===== src/rtl/multi_button_pulse_gen_if.sv =====
`default_nettype none
// ----------------------------------------------------------------------------
// multi_button_pulse_gen_if : button inputs, timing controls and pulse outputs
// Rev 1.0
// ----------------------------------------------------------------------------
interface multi_button_pulse_gen_if #(
    parameter int NUM_CH = 4,
    parameter int CNT_W  = 32
);
    logic [NUM_CH-1:0] i_button;
    logic [CNT_W-1:0]  i_hold_count;
    logic              i_repeat_en;
    logic [CNT_W-1:0]  i_repeat_delay;
    logic [CNT_W-1:0]  i_repeat_period;
    logic [NUM_CH-1:0] o_pulse;
    logic [NUM_CH-1:0] o_release;
    logic [NUM_CH-1:0] o_held;

    modport master (
        output i_button, i_hold_count, i_repeat_en, i_repeat_delay, i_repeat_period,
        input  o_pulse, o_release, o_held
    );

    modport slave (
        input  i_button, i_hold_count, i_repeat_en, i_repeat_delay, i_repeat_period,
        output o_pulse, o_release, o_held
    );
endinterface
`default_nettype wire


===== src/rtl/multi_button_pulse_gen.sv =====
`default_nettype none
// ----------------------------------------------------------------------------
// multi_button_pulse_gen : per-channel sync, debounce, press/repeat/release pulses
// Rev 1.0
// ----------------------------------------------------------------------------
module multi_button_pulse_gen #(
    parameter int NUM_CH      = 4,
    parameter int CNT_W       = 32,
    parameter int SYNC_STAGES = 2
) (
    input  wire logic                  i_clk,
    input  wire logic                  i_rst_n,
    multi_button_pulse_gen_if.slave    bus
);

    typedef enum logic [1:0] {
        ST_IDLE     = 2'd0,
        ST_DEBOUNCE = 2'd1,
        ST_HELD     = 2'd2,
        ST_REPEAT   = 2'd3
    } state_t;

    localparam logic [CNT_W-1:0] c_ONE = {{(CNT_W-1){1'b0}}, 1'b1};

    logic [SYNC_STAGES-1:0] r_sync  [NUM_CH];
    state_t                 r_state [NUM_CH];
    logic [CNT_W-1:0]       r_cnt   [NUM_CH];
    logic [NUM_CH-1:0]      r_pulse;
    logic [NUM_CH-1:0]      r_release;
    logic [NUM_CH-1:0]      r_held;
    logic [NUM_CH-1:0]      w_btn_s;
    logic [CNT_W-1:0]       w_hold;
    logic [CNT_W-1:0]       w_delay;
    logic [CNT_W-1:0]       w_period;

    // A zero threshold behaves as one so every state always makes progress.
    assign w_hold   = (bus.i_hold_count    == '0) ? c_ONE : bus.i_hold_count;
    assign w_delay  = (bus.i_repeat_delay  == '0) ? c_ONE : bus.i_repeat_delay;
    assign w_period = (bus.i_repeat_period == '0) ? c_ONE : bus.i_repeat_period;

    function automatic logic [CNT_W-1:0] f_sat_inc(input logic [CNT_W-1:0] v);
        return (v == '1) ? v : v + c_ONE;
    endfunction

    always_comb begin
        w_btn_s = '0;
        for (int ch = 0; ch < NUM_CH; ch++) begin
            w_btn_s[ch] = r_sync[ch][SYNC_STAGES-1];
        end
    end

    always_ff @(posedge i_clk) begin
        if (!i_rst_n) begin
            for (int ch = 0; ch < NUM_CH; ch++) begin
                r_sync[ch]  <= '0;
                r_state[ch] <= ST_IDLE;
                r_cnt[ch]   <= '0;
            end
            r_pulse   <= '0;
            r_release <= '0;
            r_held    <= '0;
        end else begin
            for (int ch = 0; ch < NUM_CH; ch++) begin
                r_sync[ch]     <= {r_sync[ch][SYNC_STAGES-2:0], bus.i_button[ch]};
                r_pulse[ch]    <= 1'b0;
                r_release[ch]  <= 1'b0;
                case (r_state[ch])
                    ST_IDLE: begin
                        r_held[ch] <= 1'b0;
                        if (w_btn_s[ch]) begin
                            r_state[ch] <= ST_DEBOUNCE;
                            r_cnt[ch]   <= c_ONE;
                        end else begin
                            r_cnt[ch]   <= '0;
                        end
                    end
                    ST_DEBOUNCE: begin
                        // cnt holds the number of stable cycles already seen here
                        if (!w_btn_s[ch]) begin
                            r_state[ch] <= ST_IDLE;
                            r_cnt[ch]   <= '0;
                            r_held[ch]  <= 1'b0;
                        end else if (r_cnt[ch] >= w_hold) begin
                            r_state[ch] <= ST_HELD;
                            r_cnt[ch]   <= '0;
                            r_pulse[ch] <= 1'b1;
                            r_held[ch]  <= 1'b1;
                        end else begin
                            r_cnt[ch]   <= f_sat_inc(r_cnt[ch]);
                            r_held[ch]  <= 1'b0;
                        end
                    end
                    ST_HELD: begin
                        if (!w_btn_s[ch]) begin
                            r_state[ch]   <= ST_IDLE;
                            r_cnt[ch]     <= '0;
                            r_release[ch] <= 1'b1;
                            r_held[ch]    <= 1'b0;
                        end else if (bus.i_repeat_en) begin
                            r_held[ch] <= 1'b1;
                            if (f_sat_inc(r_cnt[ch]) >= w_delay) begin
                                r_state[ch] <= ST_REPEAT;
                                r_cnt[ch]   <= '0;
                                r_pulse[ch] <= 1'b1;
                            end else begin
                                r_cnt[ch]   <= f_sat_inc(r_cnt[ch]);
                            end
                        end else begin
                            r_cnt[ch]  <= '0;
                            r_held[ch] <= 1'b1;
                        end
                    end
                    ST_REPEAT: begin
                        if (!w_btn_s[ch]) begin
                            r_state[ch]   <= ST_IDLE;
                            r_cnt[ch]     <= '0;
                            r_release[ch] <= 1'b1;
                            r_held[ch]    <= 1'b0;
                        end else if (!bus.i_repeat_en) begin
                            r_state[ch] <= ST_HELD;
                            r_cnt[ch]   <= '0;
                            r_held[ch]  <= 1'b1;
                        end else begin
                            r_held[ch] <= 1'b1;
                            if (f_sat_inc(r_cnt[ch]) >= w_period) begin
                                r_cnt[ch]   <= '0;
                                r_pulse[ch] <= 1'b1;
                            end else begin
                                r_cnt[ch]   <= f_sat_inc(r_cnt[ch]);
                            end
                        end
                    end
                    default: begin
                        r_state[ch] <= ST_IDLE;
                        r_cnt[ch]   <= '0;
                        r_held[ch]  <= 1'b0;
                    end
                endcase
            end
        end
    end

    assign bus.o_pulse   = r_pulse;
    assign bus.o_release = r_release;
    assign bus.o_held    = r_held;

endmodule
`default_nettype wire


===== src/flat_wrapper.sv =====
// flat-port wrapper written by rule: the top's interface ports become plain ports
module multi_button_pulse_gen_flat 
#(
    parameter int NUM_CH      = 4,
    parameter int CNT_W       = 32,
    parameter int SYNC_STAGES = 2
)
  (i_clk, i_rst_n, bus_i_button, bus_i_hold_count, bus_i_repeat_en, bus_i_repeat_delay, bus_i_repeat_period, bus_o_pulse, bus_o_release, bus_o_held);
  multi_button_pulse_gen_if #(.NUM_CH(NUM_CH), .CNT_W(CNT_W)) bus_i ();
  input  wire logic i_clk;
  input  wire logic i_rst_n;
  input wire logic [$bits(bus_i.i_button)-1:0] bus_i_button;
  input wire logic [$bits(bus_i.i_hold_count)-1:0] bus_i_hold_count;
  input wire logic [$bits(bus_i.i_repeat_en)-1:0] bus_i_repeat_en;
  input wire logic [$bits(bus_i.i_repeat_delay)-1:0] bus_i_repeat_delay;
  input wire logic [$bits(bus_i.i_repeat_period)-1:0] bus_i_repeat_period;
  output wire logic [$bits(bus_i.o_pulse)-1:0] bus_o_pulse;
  output wire logic [$bits(bus_i.o_release)-1:0] bus_o_release;
  output wire logic [$bits(bus_i.o_held)-1:0] bus_o_held;
  assign bus_i.i_button = bus_i_button;
  assign bus_i.i_hold_count = bus_i_hold_count;
  assign bus_i.i_repeat_en = bus_i_repeat_en;
  assign bus_i.i_repeat_delay = bus_i_repeat_delay;
  assign bus_i.i_repeat_period = bus_i_repeat_period;
  assign bus_o_pulse = bus_i.o_pulse;
  assign bus_o_release = bus_i.o_release;
  assign bus_o_held = bus_i.o_held;
  multi_button_pulse_gen #(.NUM_CH(NUM_CH), .CNT_W(CNT_W), .SYNC_STAGES(SYNC_STAGES)) u_core (.i_clk(i_clk), .i_rst_n(i_rst_n), .bus(bus_i));
endmodule

===== config.mk =====
export PLATFORM = sky130hd
export DESIGN_NAME = multi_button_pulse_gen_flat
export DESIGN_NICKNAME = d
export VERILOG_FILES = /design/src/rtl/multi_button_pulse_gen_if.sv /design/src/rtl/multi_button_pulse_gen.sv /design/src/flat_wrapper.sv
export SDC_FILE = /design/constraint.sdc
export NUM_CORES = 1
export LEC_CHECK = 0
export ABC_AREA = 1
export ABC_CLOCK_PERIOD_IN_PS = 6200
export BUFFER_PORTS_ARGS = -buffer_cell sky130_fd_sc_hd__buf_2
export CAP_MARGIN = 20
export CELL_PAD_IN_SITES_DETAIL_PLACEMENT = 0
export CELL_PAD_IN_SITES_GLOBAL_PLACEMENT = 2
export CORE_ASPECT_RATIO = 0.7
export CORE_MARGIN = 1
export CORE_UTILIZATION = 39
export CTS_CLUSTER_DIAMETER = 120
export DETAILED_ROUTE_END_ITERATION = 8
export PLACE_DENSITY_LB_ADDON = 0.1
export SYNTH_ARGS = -nofsm -noshare
export SYNTH_HDL_FRONTEND = slang
export SYNTH_SLANG_ARGS = --single-unit

===== constraint.sdc =====
create_clock -name i_clk -period 6.2 [get_ports i_clk]
set_clock_uncertainty 0.05 [all_clocks]
set_input_delay 0.31 -clock i_clk [delete_from_list [all_inputs] [get_ports i_clk]]
set_output_delay 0.31 -clock i_clk [all_outputs]
set_load 0.005 [all_outputs]

### Word-level counts from Yosys, hierarchy flattened

Memories as Yosys holds them, arrays and structs flattened.
Cells that the tools add are included.

* add/subtract/negate cells: 4
* reductions and logical operators: 15
* magnitude comparators: 12
* eq/ne operators: 16
* muxes and demuxes: 334
* bitwise operators: 84

Operators by type and width (count)
* two-way mux 32 bit: 59
* >= comparator 32 bit: 12
* two-way mux 1 bit: 235
* adder 32 x 1 -> 32 bit (second input constant): 4
* == test 32 bit (second input constant): 4
* zero test 32 bit: 3
* bitwise OR 1 bit: 84
* two-way mux 2 bit: 32
* case mux 1 bit (3 select lines): 8
* == test 2 bit (second input constant): 8
* == test 2 x 1 -> 1 bit (second input constant): 4
* zero test 2 bit: 4
* AND reduction 2 bit: 4
* OR reduction 2 bit: 4

* memories kept: 3
* bits of input ports: 103
* bits in writable memories: 144
* register bits: 12

Memories
* u_core.r_cnt: words 4, width 32, read ports 4, clocked after memory_dff 0, wr ports 4, RTL line multi_button_pulse_gen.sv:27 `logic [CNT_W-1:0] r_cnt [NUM_CH];`
* u_core.r_state: words 4, width 2, read ports 4, clocked after memory_dff 0, wr ports 4, RTL line multi_button_pulse_gen.sv:26 `state_t r_state [NUM_CH];`
* u_core.r_sync: words 4, width 2, read ports 4, clocked after memory_dff 0, wr ports 4, RTL line multi_button_pulse_gen.sv:25 `logic [SYNC_STAGES-1:0] r_sync [NUM_CH];`

### Longest topological paths before layout

* word-level depth: 18
* mapped depth: 28
* mapped depth without buffers: 28

### Least setup slack after synthesis

OpenSTA, ideal clock, no wires.

* kind: register to register
* start: memory u_core.r_cnt[2][0] (netlist: u_core.r_cnt[0][64])
* end: memory u_core.r_cnt[2][22] (netlist: u_core.r_cnt[0][86]) (data pin)
* slack: 2832 ps
* clock period less this slack: 3368 ps
* buffers on the path: 1
* arrival: 3061 ps
* cell stages (with the launch flop): 27
* cells stage by stage: edfxtp_1 -> ha_1 -> nand3_2 -> nor3_4 -> inv_2 -> nor2_4 -> inv_2 -> nor2_4 -> nand2_2 -> or2_2 -> nand2_1 -> inv_1 -> ha_1 -> inv_1 -> o21bai_1 -> nand2_1 -> nand2_1 -> nand2_1 -> nand2_1 -> nand2_1 -> nand2_1 -> nand2_1 -> nand4_1 -> nand2_1 -> nor2_1 -> buf_2 -> nor2_1

RTL lines (RTL line)
* start: declaration: multi_button_pulse_gen.sv:27

==> summary.md <==
| Metric | Value |
|---|---|
| Number of buffers created by CTS | 17 |
| Post-Synthesis Cell Area | 19500 um2 |
| Peak VDD IR | 0.000175 V |
| Hold-critical path depth | 3 |
| Clock Tree Buf Depth | 2 |
| GRT Total Usage | 31.4% |
| Final Instance Count excl. Fillers | 3685 |
| Area Growth Syn to Fin | 12.1% |
| Initial DRT Pass Iterations | 6 |
| 1st-iter DRT viols | 1835 |
| GR Overflow Total | 0 |
| Met2 GRT Util | 48.1% |
| Relative slew slack | 34.0% |
| Yosys warnings | 0 |
| Core Footprint | 49300 um2 |
| Crit Path Category | reg2reg |
| Initial antenna violation count | 5 |
| Reg2Reg Depth | 18 |
| Leakage power | 11.6 nW |
| Clk sinks | 156 |
| Final Core Density | 44.4% |
| Commonest non-fill, non-tap cell in the layout | nand2_1 |
| Syn Inst Count | 2764 |
| Largest area contributor in the netlist | ha_1 |
| # port buffers | 114 |
| RSZ-0062 raised after global routing | no |
| Crit path launch type | register |
| Routed wire length | 80.1 mm |
| Top post-synthesis cells by area | ha_1 (25%), edfxtp_1 (21%), nand2_1 (14%) |
| Pwr dens | 143 nW/um2 |
| Register bit count reported by yosys | 156 |
| Max Freq | 0.191 GHz |
| Worst min-delay path class | in2reg |
| First-pass GRT wire length | 116 mm |
| Final period util | 84.3% |
| Root buffer cell | clkbuf_16 |
| Commonest non-fill, non-tap cells in the layout | nand2_1 (728), inv_1 (397), ha_1 (388) |
| Final setup TNS | 0 ns |
| Layout cells sized above 1 | 7.09% |
| Worst slew pin tran | 0.988 ns |
| Post_cts resized | 0 |
| Minimum clock period | 5.22 ns |
| Design area | 21900 um2 |
| Top cell type's share of synthesized area | 24.9% |
| Sequential fraction of the synthesis area | 23.0% |
| Vias per std cell | 5.28 |
| Largest net degree at the start of global routing | 35 |
| Vias in the first global route | 18100 |
| CTS clock-pin slew for the worst setup and hold paths | 0.07 ns |
| Slew Limit Fails | 0 |
| Initial Util | 39.6% |
| Post CTS Setup Buffer Count | 0 |
| Syn_area_per_cell | 7.06 um2 |
| Routability cong. | 0.966 |
| CTS tree | built |
| Clk_lat worst skew | 0.48 ns |
| Vias | 19500 |
| Worst EP required | 6.37 ns |
| Critical Path End Type | register |
| Top Usage Layer GRT | met2 |
| Final-stage net count | 3498 |
| H-tree depth | 4 |
| Die W | 269 um |
| Final Hold Viols | 0 |
| FP Rows | 68 |
| Antenna diodes | 0 |
| Final setup vio count | 0 |
| # IOs | 115 |
| # DRC | 0 |
| Crit path arrival time | 5.39 ns |
| Die Height | 189 um |
| Max FO, Critical Path | 22 |
| DP Area | 21300 um2 |
| Status | finished clean |
| Max-cap violations | 0 |
| Full die area | 51000 um2 |
| DP HPWL | 67.6 mm |
| Routed Antenna Nets | 0 |
| M1 GR Usage | 44.8% |
| Wire per inst | 21.7 um |
| Placed Instances | 3649 |
| Yosys cell types | 50 |
| Met3 Usage GRT | 6.02% |
-- flip-flops by register name, summed over array words and instances, names as in the netlist --
name	count
u_core.r_cnt	128
u_core.bus.o_release	4
u_core.bus.o_held	4
u_core.r_sync	8
u_core.bus.o_pulse	4
u_core.r_state	8
-- path summary, 6_finish.rpt --
kind | start | endpoint | slack (ns)
setup / recovery | u_core.r_cnt[0][97] | u_core.r_cnt[0][103] | 0.98
hold / removal | bus_i_button[0] | u_core.r_sync[0][0] | 0.02
setup reg to reg | u_core.r_cnt[0][97] | u_core.r_cnt[0][103] | 0.98
hold reg to reg | u_core.r_sync[1][0] | u_core.r_sync[1][1] | 0.37
-- routing by layer --
metal,up-vias,routed length [um]
met5,-,0
met2,672,33800
met1,9101,38100
li1,9614,-
met3,72,6280
met4,0,1870
-- final cells by class --
class | count | area, um2
clock inverters | 11 | 97.6
flip-flops and latches | 156 | 4480
well taps | 665 | 832
inverters | 406 | 1520
clock buffers | 21 | 440
repair buffers | 128 | 691
multi-input cells | 2298 | 13800
fillers | 5151 | 27500
-- cell families (layout without fill, tap and decap cells) --
| family | after synthesis | in the layout | share of synthesized area [%] |
|---|---|---|---|
| other | 1 | 128 | 0.0192 |
| AO/OA/AOI/OAI | 344 | 344 | 9.53 |
| XOR/XNOR | 87 | 87 | 3.94 |
| buffers and inverters | 437 | 566 | 8.68 |
| flip-flops | 156 | 156 | 23.0 |
| multiplexers | 1 | 1 | 0.0513 |
| AND/OR/NAND/NOR | 1350 | 1350 | 29.9 |
| adder cells (fa/ha/maj) | 388 | 388 | 24.9 |
-- worst max-delay path, cell delays in order, from the launching register on --
cell      delay, ns
edfxtp_1       0.41
ha_1           0.25
nand3_2        0.15
nor2_4         0.20
nand3_4        0.11
nor4_2         0.34
nand2_1        0.64
nand2_1        0.44
ha_1           0.18
nand2_1        0.07
nor3_1         0.18
nand3_1        0.16
nor2_1         0.35
nand4_1        0.29
nand4_1        0.20
nand3_1        0.38
buf_4          0.39
nand2_1        0.10
inv_1          0.04
-- synth_stat cells, drive strengths merged --
library cell and count:
buf 24, nand2 735, edfxtp 136, nor4 52, ha 388, clkbuf 7
nor2 283, o21bai 7, o22a 1, o21ai 59, xnor2 42, xor2 45
a21o 11, o22ai 1, nand3 105, or2 14, a21boi 1, clkinv 1
nand3b 2, conb 1, o21a 21, a211oi 1, o211ai 3, dfxtp 20
nor4b 1, a41oi 1, mux2i 1, a21oi 236, nand4 71, a31oi 2
nor3 85, inv 405, and2 2
-- stage by stage --
stage | setup slack [ns] | hold WS, ns | total power [mW]
global placement | 1.04 | 0.348 | 2.06
global route | 0.747 | 0.0326 | 3.28
floorplan | 2.83 | 0.340 | 1.76
detailed placement | 0.848 | 0.354 | 2.08
CTS | 0.825 | 0.00121 | 3.12
finish | 0.976 | 0.0193 | 3.13
-- timing repair --
action / CTS / global route
setup endpoints to repair: 0 / 0
hold endpoints to repair: 3 / 0
hold buffers: 3 / 0
-- where the power goes --
part           total (mW)  switching [mW]  internal, mW
registers            1.26          0.0686          1.19
clock network        1.04           0.493         0.550
logic               0.830           0.558         0.271
total                3.13            1.12          2.01
(Power assumes the default switching activity.)
